==> src/rtl/mul_share_pkg.sv <==
// Shared types and helpers for the multiplier-sharing arbiter: pipeline
// payloads and the round-robin pick function.
package mul_share_pkg;

   localparam int unsigned DATA_W  = 16;
   localparam int unsigned PROD_W  = 2 * DATA_W;
   localparam int unsigned MAX_REQ = 8;
   localparam int unsigned TAG_W   = $clog2(MAX_REQ);

   typedef struct packed {
      logic signed [DATA_W-1:0] a;
      logic signed [DATA_W-1:0] b;
      logic [TAG_W-1:0]         id;
   } s1_t;

   typedef struct packed {
      logic signed [PROD_W-1:0] p;
      logic [TAG_W-1:0]         id;
   } s2_t;

   // First valid requester at or after ptr, searching cyclically over n slots.
   function automatic logic [MAX_REQ-1:0] rr_pick(input logic [MAX_REQ-1:0] valid,
                                                  input logic [TAG_W-1:0]   ptr,
                                                  input int unsigned        n);
      logic [MAX_REQ-1:0] grant;
      logic               found;
      logic [TAG_W-1:0]   idx;
      grant = '0;
      found = 1'b0;
      for (int unsigned i = 0; i < MAX_REQ; i++) begin
         idx = TAG_W'((32'(ptr) + i) % n);
         if (i < n && !found && valid[idx]) begin
            grant[idx] = 1'b1;
            found      = 1'b1;
         end
      end
      return grant;
   endfunction

endpackage

==> src/rtl/Multiplier_top.sv <==
// 16x16 signed multiplier core: radix-4 Booth recoding, partial products
// summed combinationally (the adder tree is left to synthesis).
module Multiplier_top
   import mul_share_pkg::*;
(
   input  logic signed [DATA_W-1:0] Multiplier,
   input  logic signed [DATA_W-1:0] Multiplicant,
   output logic signed [PROD_W-1:0] result
);

   localparam int unsigned NPP = DATA_W / 2;

   logic [DATA_W:0]          rec;
   logic signed [PROD_W-1:0] md;
   logic signed [PROD_W-1:0] pp;
   logic signed [PROD_W-1:0] acc;

   always_comb begin
      rec = {Multiplier, 1'b0};
      md  = PROD_W'(Multiplicant);
      pp  = '0;
      acc = '0;
      for (int unsigned j = 0; j < NPP; j++) begin
         case (rec[2*j +: 3])
            3'b001, 3'b010: pp = md;
            3'b011:         pp = md <<< 1;
            3'b100:         pp = -(md <<< 1);
            3'b101, 3'b110: pp = -md;
            default:        pp = '0;
         endcase
         acc = acc + (pp <<< (2 * j));
      end
      result = acc;
   end

endmodule

==> src/rtl/rr_arbiter.sv <==
// Round-robin arbiter: one-hot grant to the first valid requester at or
// after ptr, suppressed entirely when en is low.
module rr_arbiter
   import mul_share_pkg::*;
#(
   parameter  int unsigned NUM_REQ = 4,
   localparam int unsigned PTR_W   = $clog2(NUM_REQ)
) (
   input  logic [NUM_REQ-1:0] valid,
   input  logic [PTR_W-1:0]   ptr,
   input  logic               en,
   output logic [NUM_REQ-1:0] grant,
   output logic [PTR_W-1:0]   grant_idx
);

   logic [MAX_REQ-1:0] pick;
   logic               unused_pick;

   always_comb begin
      pick      = rr_pick(MAX_REQ'(valid), TAG_W'(ptr), NUM_REQ);
      grant     = en ? pick[NUM_REQ-1:0] : '0;
      grant_idx = '0;
      for (int unsigned i = 0; i < NUM_REQ; i++) begin
         if (grant[i]) grant_idx = PTR_W'(i);
      end
   end

   // Slots above NUM_REQ are never valid; fold them away.
   assign unused_pick = ^pick;

endmodule

==> src/rtl/mul_share_arbiter.sv <==
// Shares one signed multiplier core among NUM_REQ requesters: round-robin
// issue into a two-stage pipeline, products returned in grant order with ID.
module mul_share_arbiter
   import mul_share_pkg::*;
#(
   parameter  int unsigned NUM_REQ = 4,
   localparam int unsigned ID_W    = $clog2(NUM_REQ)
) (
   input  logic                      clk,
   input  logic                      rst,
   input  logic [NUM_REQ-1:0]        req_valid,
   output logic [NUM_REQ-1:0]        req_ready,
   input  logic [NUM_REQ*DATA_W-1:0] req_a,
   input  logic [NUM_REQ*DATA_W-1:0] req_b,
   output logic                      rsp_valid,
   input  logic                      rsp_ready,
   output logic [ID_W-1:0]           rsp_id,
   output logic [PROD_W-1:0]         rsp_data,
   output logic                      busy
);

   logic                     s1_valid_q, s1_valid_d;
   logic                     s2_valid_q, s2_valid_d;
   logic                     busy_q, busy_d;
   s1_t                      s1_q, s1_d;
   s2_t                      s2_q, s2_d;
   logic [ID_W-1:0]          rr_ptr_q, rr_ptr_d;

   logic                     s1_adv_c, s2_adv_c;
   logic [NUM_REQ-1:0]       grant_c;
   logic [ID_W-1:0]          grant_idx_c;
   logic signed [PROD_W-1:0] prod_c;
   logic signed [DATA_W-1:0] op_a_c [NUM_REQ];
   logic signed [DATA_W-1:0] op_b_c [NUM_REQ];
   logic                     unused_tag;

   for (genvar i = 0; i < NUM_REQ; i++) begin : g_unpack
      assign op_a_c[i] = req_a[i*DATA_W +: DATA_W];
      assign op_b_c[i] = req_b[i*DATA_W +: DATA_W];
   end

   assign s2_adv_c = !s2_valid_q || rsp_ready;
   assign s1_adv_c = !s1_valid_q || s2_adv_c;

   // Grants are withheld during reset so nothing is accepted and then dropped.
   rr_arbiter #(.NUM_REQ(NUM_REQ)) u_arb (
      .valid     (req_valid),
      .ptr       (rr_ptr_q),
      .en        (s1_adv_c && !rst),
      .grant     (grant_c),
      .grant_idx (grant_idx_c)
   );

   Multiplier_top u_mul (
      .Multiplier   (s1_q.a),
      .Multiplicant (s1_q.b),
      .result       (prod_c)
   );

   always_comb begin
      s1_valid_d = s1_valid_q;
      s2_valid_d = s2_valid_q;
      s1_d       = s1_q;
      s2_d       = s2_q;
      rr_ptr_d   = rr_ptr_q;

      if (s1_adv_c) s1_valid_d = |grant_c;
      if (|grant_c) begin
         s1_d.a   = op_a_c[grant_idx_c];
         s1_d.b   = op_b_c[grant_idx_c];
         s1_d.id  = TAG_W'(grant_idx_c);
         rr_ptr_d = (grant_idx_c == ID_W'(NUM_REQ - 1)) ? '0 : grant_idx_c + ID_W'(1);
      end

      if (s2_adv_c) begin
         s2_valid_d = s1_valid_q;
         if (s1_valid_q) begin
            s2_d.p  = prod_c;
            s2_d.id = s1_q.id;
         end
      end

      busy_d = s1_valid_d || s2_valid_d;
   end

   always_ff @(posedge clk) begin
      if (rst) begin
         s1_valid_q <= 1'b0;
         s2_valid_q <= 1'b0;
         busy_q     <= 1'b0;
         rr_ptr_q   <= '0;
         s2_q       <= '0;
      end else begin
         s1_valid_q <= s1_valid_d;
         s2_valid_q <= s2_valid_d;
         busy_q     <= busy_d;
         rr_ptr_q   <= rr_ptr_d;
         s2_q       <= s2_d;
      end
   end

   // Operand register is qualified by s1_valid_q, so it carries no reset.
   always_ff @(posedge clk) begin
      s1_q <= s1_d;
   end

   assign req_ready  = grant_c;
   assign rsp_valid  = s2_valid_q;
   assign rsp_id     = ID_W'(s2_q.id);
   assign rsp_data   = s2_q.p;
   assign busy       = busy_q;
   assign unused_tag = ^s2_q.id;

endmodule

==> config.mk <==
export PLATFORM = sky130hd
export DESIGN_NAME = mul_share_arbiter
export DESIGN_NICKNAME = d
export VERILOG_FILES = /design/src/rtl/mul_share_pkg.sv /design/src/rtl/Multiplier_top.sv /design/src/rtl/rr_arbiter.sv /design/src/rtl/mul_share_arbiter.sv
export SDC_FILE = /design/constraint.sdc
export NUM_CORES = 1
export LEC_CHECK = 0
export BUFFER_PORTS_ARGS = -buffer_cell sky130_fd_sc_hd__buf_2
export CORE_MARGIN = 3
export CORE_UTILIZATION = 25
export CTS_CLUSTER_DIAMETER = 120
export DETAILED_ROUTE_END_ITERATION = 10
export PLACE_DENSITY = 0.5
export SLEW_MARGIN = 20
export SYNTH_ARGS = -nofsm -noshare
export SYNTH_HDL_FRONTEND = slang
export SYNTH_SLANG_ARGS = --single-unit
export TNS_END_PERCENT = 1
==> constraint.sdc <==
create_clock -name clk -period 21.9 [get_ports clk]
set_clock_uncertainty 0.05 [all_clocks]
set_input_delay 1.095 -clock clk [delete_from_list [all_inputs] [get_ports clk]]
set_output_delay 1.095 -clock clk [all_outputs]
set_load 0.02 [all_outputs]
==> summary.txt, run 1 <==
Final period util: 40.6%
initial antenna violation count: 0
Yosys warnings: 0
post-route minimum period: 8890 ps
clock buffer depth: 2
Num CTS Buffers: 9
layout cell share with drive strength beyond 1: 14.0%
Die Span X: 247 µm
ys async rst share: 0%
Main synth FF type: dfxtp_1
# nets final: 2,310
fillers: 6,194
vias in the first global route: 15,140
Synth area leader: fa_1
die area: 61,000 µm²
Clock transition at path regs: 60 ps
post-synth top area share: 18.1%
IO buf count: 174
Final Hold Vio Count: 0
CTS Sinks: 73
starting density of the core: 25.5%
DR WL met2: 29,800 µm
CTS Root Cell: clkbuf_16
core area: 56,900 µm²
DP Wirelength: 48,300 µm
largest cells by area after synthesis: fa_1 18%, a21oi_1 7.3%, edfxtp_1 7.0%, mux2i_1 7.0%, nand2_1 5.9%
CTS Hold Bufs: 0
area of the multi-input gates: 11,400 µm²
Worst Path Arrival: 9090 ps
Syn Std Cell Area: 14,500 µm²
total number of vias: 15,275
CP Class: reg2reg
final setup vio count: 0
R2R Path End: rsp_data[31]
post-CTS setup buffer count: 0
syn nets: 2,252
hold crit path type: reg2reg
setup TNS: 0 ps
first-pass GRT wire length: 97,000 µm
Met1 Wirelength: 27,000 µm
most frequent cell after synthesis: nand2_1
Worst-Skew Late Latency: 370 ps
H-tree depth: 3
DR pass1 iterations: 6
relative slew slack: 23.0%
WL/cell: 23.8 µm
Syn Area/Cell: 7.53 µm²
row count: 87
P&R area growth vs syn: 12.7%
Seq. cell area: 1800 µm²
WP data required: 22,100 ps
outcome: complete, no violations
EDFF count, synth: 34
max-slew violation count: 0
DR iter-0 viols: 1,555
I/O Pins: 175
# resized after CTS: 0
CTS tree: yes
largest net degree at the start of global routing: 78
diodes inserted: 0
RSZ-0062 raised after global routing: false
gr usage total: 21.3%
register bit total from synthesis: 73
CP Capture Point: rsp_data[31]
setup slack, reg-to-reg: 13,010 ps
Worst R2R Start: s1_q[3]
global placement routability congestion: 0.947
Seq/Total Area, Yosys: 12.4%
Setup crit start kind: register
max-cap violation count: 0
Netlist cell types: 76
WL final: 65,300 µm
die height: 247 µm
CP startpoint: s1_q[3]
drt drc: 0
Synth top cells by count: 229 x nand2_1, 211 x a21oi_1, 166 x inv_1
GRT overflow: 0
ANT nets after route: 0
Worst R2R Path Depth: 27
hold_sp: rsp_data[15]
CP endpoint kind: register
Worst-Margin Slew: 1150 ps
WL met3: 4410 µm
Critical Path Fanout Max: 12
Vias/cell: 5.56
Hold Worst Slack: 400 ps
Top Metal Used: met4
Syn Inst Count: 1,929
fmax: 113 MHz
-- registers in the layout, indices dropped and copies added (netlist names) --
signal,flops
busy,1
rr_ptr_q,2
rsp_id,2
s1_q,34
rsp_valid,1
rsp_data,32
s1_valid_q,1
-- critical path: stages (launching register included) --
cell,delay [ps]
edfxtp_1,560
inv_1,370
ha_1,490
nor3b_2,560
nand2_1,310
or3_1,580
xnor2_2,450
inv_1,220
a21oi_1,190
nor2_1,50
a21oi_1,150
a21oi_1,110
fa_1,550
fa_1,520
fa_1,550
inv_1,60
fa_1,530
inv_1,40
ha_1,320
nand2_1,80
or4_1,500
o211a_1,160
a21oi_1,420
a31oi_1,210
o21ai_0,300
a31oi_1,140
xnor2_1,160
a21oi_1,80
-- area by class of cell --
class	instances	share of cell area, %
Sequential cell	73	11.0
Multi-Input combinational cell	1503	69.6
Timing Repair Buffer	228	7.80
Clock inverter	1	0.0306
Inverter	172	3.94
Tap cell	756	5.78
Clock buffer	14	1.87
-- through the flow --
| step | utilization (%) | instances | area, µm² | setup slack (ps) |
|---|---|---|---|---|
| 2_1_floorplan | - | 1929 | 14500 | 14310 |
| 3_3_place_gp | 28.2 | 2732 | 16100 | 13280 |
| 4_1_cts | 28.7 | 2747 | 16400 | 13100 |
| 6_report | 28.7 | 2747 | 16400 | 13010 |
| 5_1_grt | 28.7 | 2747 | 16400 | 12490 |
| 3_5_place_dp | 28.2 | 2732 | 16100 | 13150 |
-- logic make-up after synthesis --
kind of cell / count (synthesis) / share of synthesized area, %
multiplexers: 118 / 8.75
buffers and inverters: 353 / 9.26
adder cells (fa/ha/maj): 188 / 23.0
XOR/XNOR: 70 / 4.42
AO/OA/AOI/OAI: 666 / 28.8
flip-flops: 73 / 12.4
AND/OR/NAND/NOR: 461 / 13.4
-- placed cells by master (no fill, tap or decap), types with 6 or more instances in the layout --
cell type / n
nand2_1: 229
a21oi_1: 211
buf_2: 174
inv_1: 166
o21ai_0: 144
nor2_1: 138
fa_1: 131
mux2i_1: 101
o22ai_1: 63
ha_1: 57
buf_4: 54
xnor2_1: 51
a221oi_1: 43
dfxtp_1: 39
edfxtp_1: 34
a31oi_1: 29
a22oi_1: 27
a21o_1: 25
nor3_1: 24
a211oi_1: 22
xor2_1: 16
nand3_1: 15
o211ai_1: 15
mux2_2: 11
a21boi_0: 10
clkbuf_16: 10
nor2b_1: 9
nand2b_1: 8
a311oi_1: 7
or3_1: 6
o311ai_0: 6
-- worst min-delay path by stage --
stage                              end  depth (start not counted)
after floorplan              rsp_id[0]                          2
after global placement    rsp_data[17]                          2
after detailed placement  rsp_data[17]                          2
after CTS                 rsp_data[15]                          2
after global routing      rsp_data[15]                          2
final                     rsp_data[15]                          2
-- per-layer routing --
| layer | up-vias | global-route usage [%] |
|---|---|---|
| met3 | 155 | 3.29 |
| met1 | 7500 | 26.9 |
| met4 | 0 | 12.6 |
| met5 | - | 0 |
| met2 | 686 | 34.2 |
| li1 | 6934 | - |
Power of run 1 is left out: the tool's default activity adds up to more than one toggle a clock period on the data nets, which glitch-free logic cannot reach.
==> inputs of run 2 (changes only) <==
Settings changed: PLACE_DENSITY 0.5 to 0.51.
Clock period 21.9 ns to 7.4 ns, I/O delays scaled along.
==> summary.txt, run 2 (synthesis results as in run 1) <==
outcome: complete, no violations
largest net degree at the start of global routing: 58 (-26%)
relative slew slack: 29.0% (+6.0 points)
CP peak stage delay: 580 ps (about the same)
fin util: 30.4% (+1.7 points)
Worst R2R Path Depth: 24 (-11%)
WL/cell: 23.6 µm (-0.80%)
final setup vio count: 0 (unchanged)
Final Hold Vio Count: 0 (unchanged)
Seq. cell area: 1800 µm² (unchanged)
Setup crit start kind: register
drt drc: 0 (unchanged)
WL final: 67,700 µm (+3.7%)
Die Span X: 247 µm (unchanged)
Placed Instance Area: 17,000 µm² (+5.7%)
H-tree depth: 3 (unchanged)
Clock transition at path regs: 60 ps (about the same)
area of the multi-input gates: 11,400 µm² (+0.46%)
layout cell share with drive strength beyond 1: 19.4% (+5.4 points)
fmax: 140 MHz (+25%)
GRT overflow: 0 (unchanged)
starting density of the core: 25.5% (unchanged)
core area: 56,900 µm² (unchanged)
first-pass GRT wire length: 102,000 µm (+5.0%)
CTS Root Cell: clkbuf_16
clock buffer depth: 2 (unchanged)
hold crit path type: in2reg
Worst-Margin Slew: 1060 ps (-86.4 ps)
CP max-delay cell: fa_1
RSZ-0062 raised after global routing: true
most common cell after layout, fill and taps aside: nand2_1
Worst Path Arrival: 7320 ps (-1770 ps)
gr usage total: 22.3% (+1.0 points)
DP Worst Slack: 3.60 ps (-13,150 ps)
max reg flops: 34 (unchanged)
max-slew violation count: 0 (unchanged)
I/O Pins: 175 (unchanged)
IO buf count: 174 (unchanged)
ANT nets after route: 0 (unchanged)
CTS Hold Bufs: 0 (unchanged)
Worst-Skew Late Latency: 370 ps (about the same)
global placement routability congestion: 0.980 (+3.5%)
Hold Worst Slack: 310 ps (-89.8 ps)
initial antenna violation count: 0 (unchanged)
# nets final: 2,434 (+5.4%)
CP Class: reg2reg
setup slack, reg-to-reg: 280 ps (-12,730 ps)
CP Cell Sequence: or3_4 -> or4_4 -> or4_4 -> or3_1 -> a21oi_2 -> buf_6 -> a2bb2oi_1 -> a21oi_1 -> fa_1 -> fa_1 -> fa_1 -> inv_1 -> fa_1 -> inv_1 -> ha_1 -> nand2_1 -> or4_1 -> o211a_1 -> a21oi_2 -> a31oi_1 -> o21ai_2 -> a31oi_1 -> xnor2_1 -> a21oi_1
Vias/cell: 5.50 (-1.2%)
row count: 87 (unchanged)
Critical Path Fanout Max: 12 (unchanged)
Final period util: 96.2% (+56 points)
most flop-heavy register: s1_q
vias in the first global route: 15,731 (+3.9%)
CP startpoint: s1_q[7]
max-cap violation count: 0 (unchanged)
R2R Path End: rsp_data[31]
DR pass1 iterations: 5 (-1)
die height: 247 µm (unchanged)
WP data required: 7600 ps (-14,500 ps)
CP most frequent cell: fa_1
fillers: 6,148 (-0.74%)
DR iter-0 viols: 1,384 (-11%)
highest-count cells in the layout ignoring fill and taps: 228 x nand2_1, 209 x a21oi_1, 176 x buf_4, 174 x buf_2, 166 x inv_1
P&R area growth vs syn: 19.3%
CP Capture Point: rsp_data[31]
fin area: 17,300 µm² (+5.9%)
total number of vias: 15,791 (+3.4%)
CTS Sinks: 73 (unchanged)
CTS tree: yes
Worst R2R Start: s1_q[7]
DP Wirelength: 52,400 µm (+8.6%)
die area: 61,000 µm² (unchanged)
post-route minimum period: 7120 ps (-1770 ps)
CP endpoint kind: register
Num CTS Buffers: 9 (unchanged)
Setup WS post-layout: 279 ps (-12,730 ps)
## run 2: changes by cell type in the layout (fill, tap and decap cells not counted), moves of 2 or more
cell      before  now
buf_4         54  176
o21ai_0      144  137
o21ai_1        1    7
clkbuf_1       0    3
clkbuf_8       4    1
a21oi_1      211  209
a21oi_2        1    3
xnor2_1       51   49
xnor2_2        1    3
## run 2: area by class of cell
cell class | count | share of cell area [%]
Antenna cell | 1 | 0.0144
Clock buffer | 13 | 1.44
Clock inverter | 3 | 0.0939
Inverter | 172 | 3.73
Multi-Input combinational cell | 1503 | 66.0
Sequential cell | 73 | 10.4
Tap cell | 756 | 5.46
Timing Repair Buffer | 352 | 12.8
## run 2: timing repair
item | in CTS | in global routing
endpoints found under the setup margin | 1 | 11
setup buffers | 0 | 4
gates resized for setup | 1 | 17
pin swaps | 0 | 1
## run 2: worst max-delay path, delay by kind of cell, from the launching register on
family | cells | cell delay (ps)
buffers and inverters | 3 | 300
XOR/XNOR | 1 | 160
adder cells (fa/ha/maj) | 5 | 2380
AND/OR/NAND/NOR | 6 | 2280
flip-flops | 1 | 380
AO/OA/AOI/OAI | 9 | 1440
## run 2: metal layers
metal	wire (µm)	global-route usage [%]
met1	27900	28.7
met2	31600	36.5
met3	4520	3.07
met4	3630	11.4
met5	0	0
## run 2: how the worst min path moves through the flow
stage,startpoint,endpoint,slack (ps),cells past startpoint
after CTS,req_a[22],s1_q[25],290,3
after detailed placement,rsp_data[20],rsp_data[20],400,2
after global placement,rsp_data[16],rsp_data[16],390,2
after global routing,rsp_ready,s1_valid_q,320,4
final,rsp_ready,s1_valid_q,310,4
after floorplan,s1_q[0],rsp_id[0],420,2
## run 2: through the flow
stage                     std cells  TNS [ps]
after floorplan                1929         0
after global placement         2852         0
after detailed placement       2852         0
after CTS                      2868         0
after global routing           2872     -29.4
final                          2873         0
Power of run 2 is left out for the same reason.
==> inputs of run 3 (changes only) <==
Settings changed: ABC_AREA set to 1, PLACE_DENSITY 0.51 to 0.52.
==> summary.txt, run 3 <==
highest-count cells in the layout ignoring fill and taps: 311 x inv_1, 234 x nand2_1, 174 x buf_2, 158 x o21ai_0, 131 x fa_1
CTS Sinks: 73 (unchanged)
outcome: complete, no violations
largest cells by area after synthesis: fa_1 21%, inv_1 9.3%, edfxtp_1 8.1%, nand2_1 7.0%, o21ai_0 6.3%
Netlist cell types: 53 (-30%)
CP startpoint: s1_q[3]
Worst-Margin Slew: 1160 ps (+97.4 ps)
total number of vias: 13,002 (-18%)
Main synth FF type: dfxtp_1
Die Span X: 231 µm (-6.7%)
fillers: 5,481 (-11%)
Clock transition at path regs: 60 ps (about the same)
CP peak stage delay: 580 ps (about the same)
max reg flops: 34 (unchanged)
DR iter-0 viols: 1,212 (-12%)
ys async rst share: 0% (unchanged)
hold_sp: rsp_ready
RSZ-0062 raised after global routing: false
gr usage total: 20.2% (-2.1 points)
CTS Hold Bufs: 0 (unchanged)
Vias/cell: 5.15 (-6.2%)
CP max-delay cell: fa_1
Synth area leader: fa_1
drt drc: 0 (unchanged)
Worst Path Arrival: 7180 ps (-140 ps)
hold depth: 4 (unchanged)
fmax: 145 MHz (+3.2%)
largest net degree at the start of global routing: 67 (+16%)
Seq/Total Area, Yosys: 14.3% (+1.9 points)
WL/cell: 21.1 µm (-11%)
CP endpoint kind: register
CP most frequent cell: fa_1
Worst-Skew Late Latency: 380 ps (about the same)
hold crit path type: in2reg
most frequent cell after synthesis: inv_1
CTS Root Cell: clkbuf_16
IO buf count: 174 (unchanged)
layout cell share with drive strength beyond 1: 19.4% (about the same)
setup TNS: 0 ps (unchanged)
GRT overflow: 0 (unchanged)
Syn Inst Count: 1,717 (-11%)
Final period util: 93.2% (-3.0 points)
Worst R2R Start: s1_q[3]
Critical Path Fanout Max: 10 (-2)
Final Hold Vio Count: 0 (unchanged)
Syn Std Cell Area: 12,600 µm² (-13%)
starting density of the core: 25.5% (about the same)
Num CTS Buffers: 9 (unchanged)
Hold Worst Slack: 247 ps (-63.6 ps)
post-route minimum period: 6900 ps (-220 ps)
EDFF count, synth: 34 (unchanged)
# nets final: 2,177 (-11%)
Yosys warnings: 0 (unchanged)
WL final: 53,100 µm (-22%)
CTS tree: yes
die area: 53,100 µm² (-13%)
most flop-heavy register: s1_q
final setup vio count: 0 (unchanged)
diodes inserted: 0 (-1)
most common cell after layout, fill and taps aside: inv_1
relative slew slack: 22.4% (-6.6 points)
row count: 81 (-6.9%)
post-synth top area share: 20.8% (+2.8 points)
vias in the first global route: 13,315 (-15%)
initial antenna violation count: 1 (+1)
WP data required: 7680 ps (+80 ps)
ANT nets after route: 0 (unchanged)
P&R area growth vs syn: 15.9%
DP Wirelength: 41,800 µm (-20%)
die height: 231 µm (-6.7%)
max-cap violation count: 0 (unchanged)
Synth top cells by count: 311 x inv_1, 234 x nand2_1, 158 x o21ai_0
global placement routability congestion: 1.01 (+2.7%)
syn nets: 2,040 (-9.4%)
H-tree depth: 3 (unchanged)
Syn Area/Cell: 7.34 µm² (-2.5%)
Worst R2R Path Depth: 28 (+17%)
register bit total from synthesis: 73 (unchanged)
I/O Pins: 175 (unchanged)
first-pass GRT wire length: 81,900 µm (-20%)
Setup crit start kind: register
max-slew violation count: 0 (unchanged)
DR pass1 iterations: 5 (unchanged)
clock buffer depth: 2 (unchanged)
core area: 49,400 µm² (-13%)
CP Class: reg2reg
## run 3: cell count changes after synthesis, moves of 27 or more
cell,delta
inv_1,+145
a21oi_1,-126
mux2i_1,-101
clkbuf_1,-76
nand3_1,+45
xnor2_1,-41
nand2_2,+40
a22oi_2,+32
a31oi_1,-27
## run 3: cell type report
cell class	instances	area [µm²]	share of cell area (%)
well taps	664	831	5.69
multi-input cells	1219	9160	62.7
clock inverters	3	68.8	0.471
clock buffers	13	282	1.93
repair buffers	217	1190	8.18
inverters	334	1260	8.66
flip-flops and latches	73	1800	12.3
## run 3: timing repair
| item | in CTS | in global routing |
|---|---|---|
| endpoints found under the setup margin | 0 | 2 |
| buffers inserted | 0 | 3 |
| resized for setup | 0 | 2 |
## run 3: logic make-up (layout without fill, tap and decap cells)
logic type / Yosys count / count (layout) / share of synthesized area, %
AO/OA/AOI/OAI: 491 / 491 / 25.8
XOR/XNOR: 22 / 22 / 1.53
adder cells (fa/ha/maj): 188 / 188 / 26.5
buffers and inverters: 425 / 567 / 13.3
flip-flops: 73 / 73 / 14.3
AND/OR/NAND/NOR: 518 / 518 / 18.5
## run 3: path summary, 6_finish.rpt
path | to | slack (ps)
max | rsp_data[28] | 500
min | rsp_valid | 250
max reg2reg | rsp_data[28] | 500
min reg2reg | rsp_data[0] | 410
## run 3: layer usage
metal	track usage, %	up-vias	share of wire [%]
li1	-	6037	-
met1	25.5	6229	42
met2	32.7	611	45
met3	5.48	125	8.3
met4	8.01	0	4.3
met5	0	-	0
## run 3: stage by stage
| stage | area [µm²] | util [%] | setup WS [ps] | std cells |
|---|---|---|---|---|
| detailed placement | 14200 | 28.8 | 550 | 2504 |
| finish | 14600 | 29.6 | 500 | 2523 |
| global placement | 14200 | 28.8 | 712 | 2504 |
| floorplan | 12600 | - | 1370 | 1717 |
| CTS | 14600 | 29.5 | 530 | 2520 |
| global route | 14600 | 29.6 | 22.1 | 2523 |
## run 3: worst max-delay path, delay by kind of cell, from the launching register on
family / cells / cell delay, ps
adder cells (fa/ha/maj): 6 / 3050
flip-flops: 1 / 570
buffers and inverters: 5 / 670
AND/OR/NAND/NOR: 12 / 1930
AO/OA/AOI/OAI: 5 / 570
Power of run 3 is left out for the same reason.
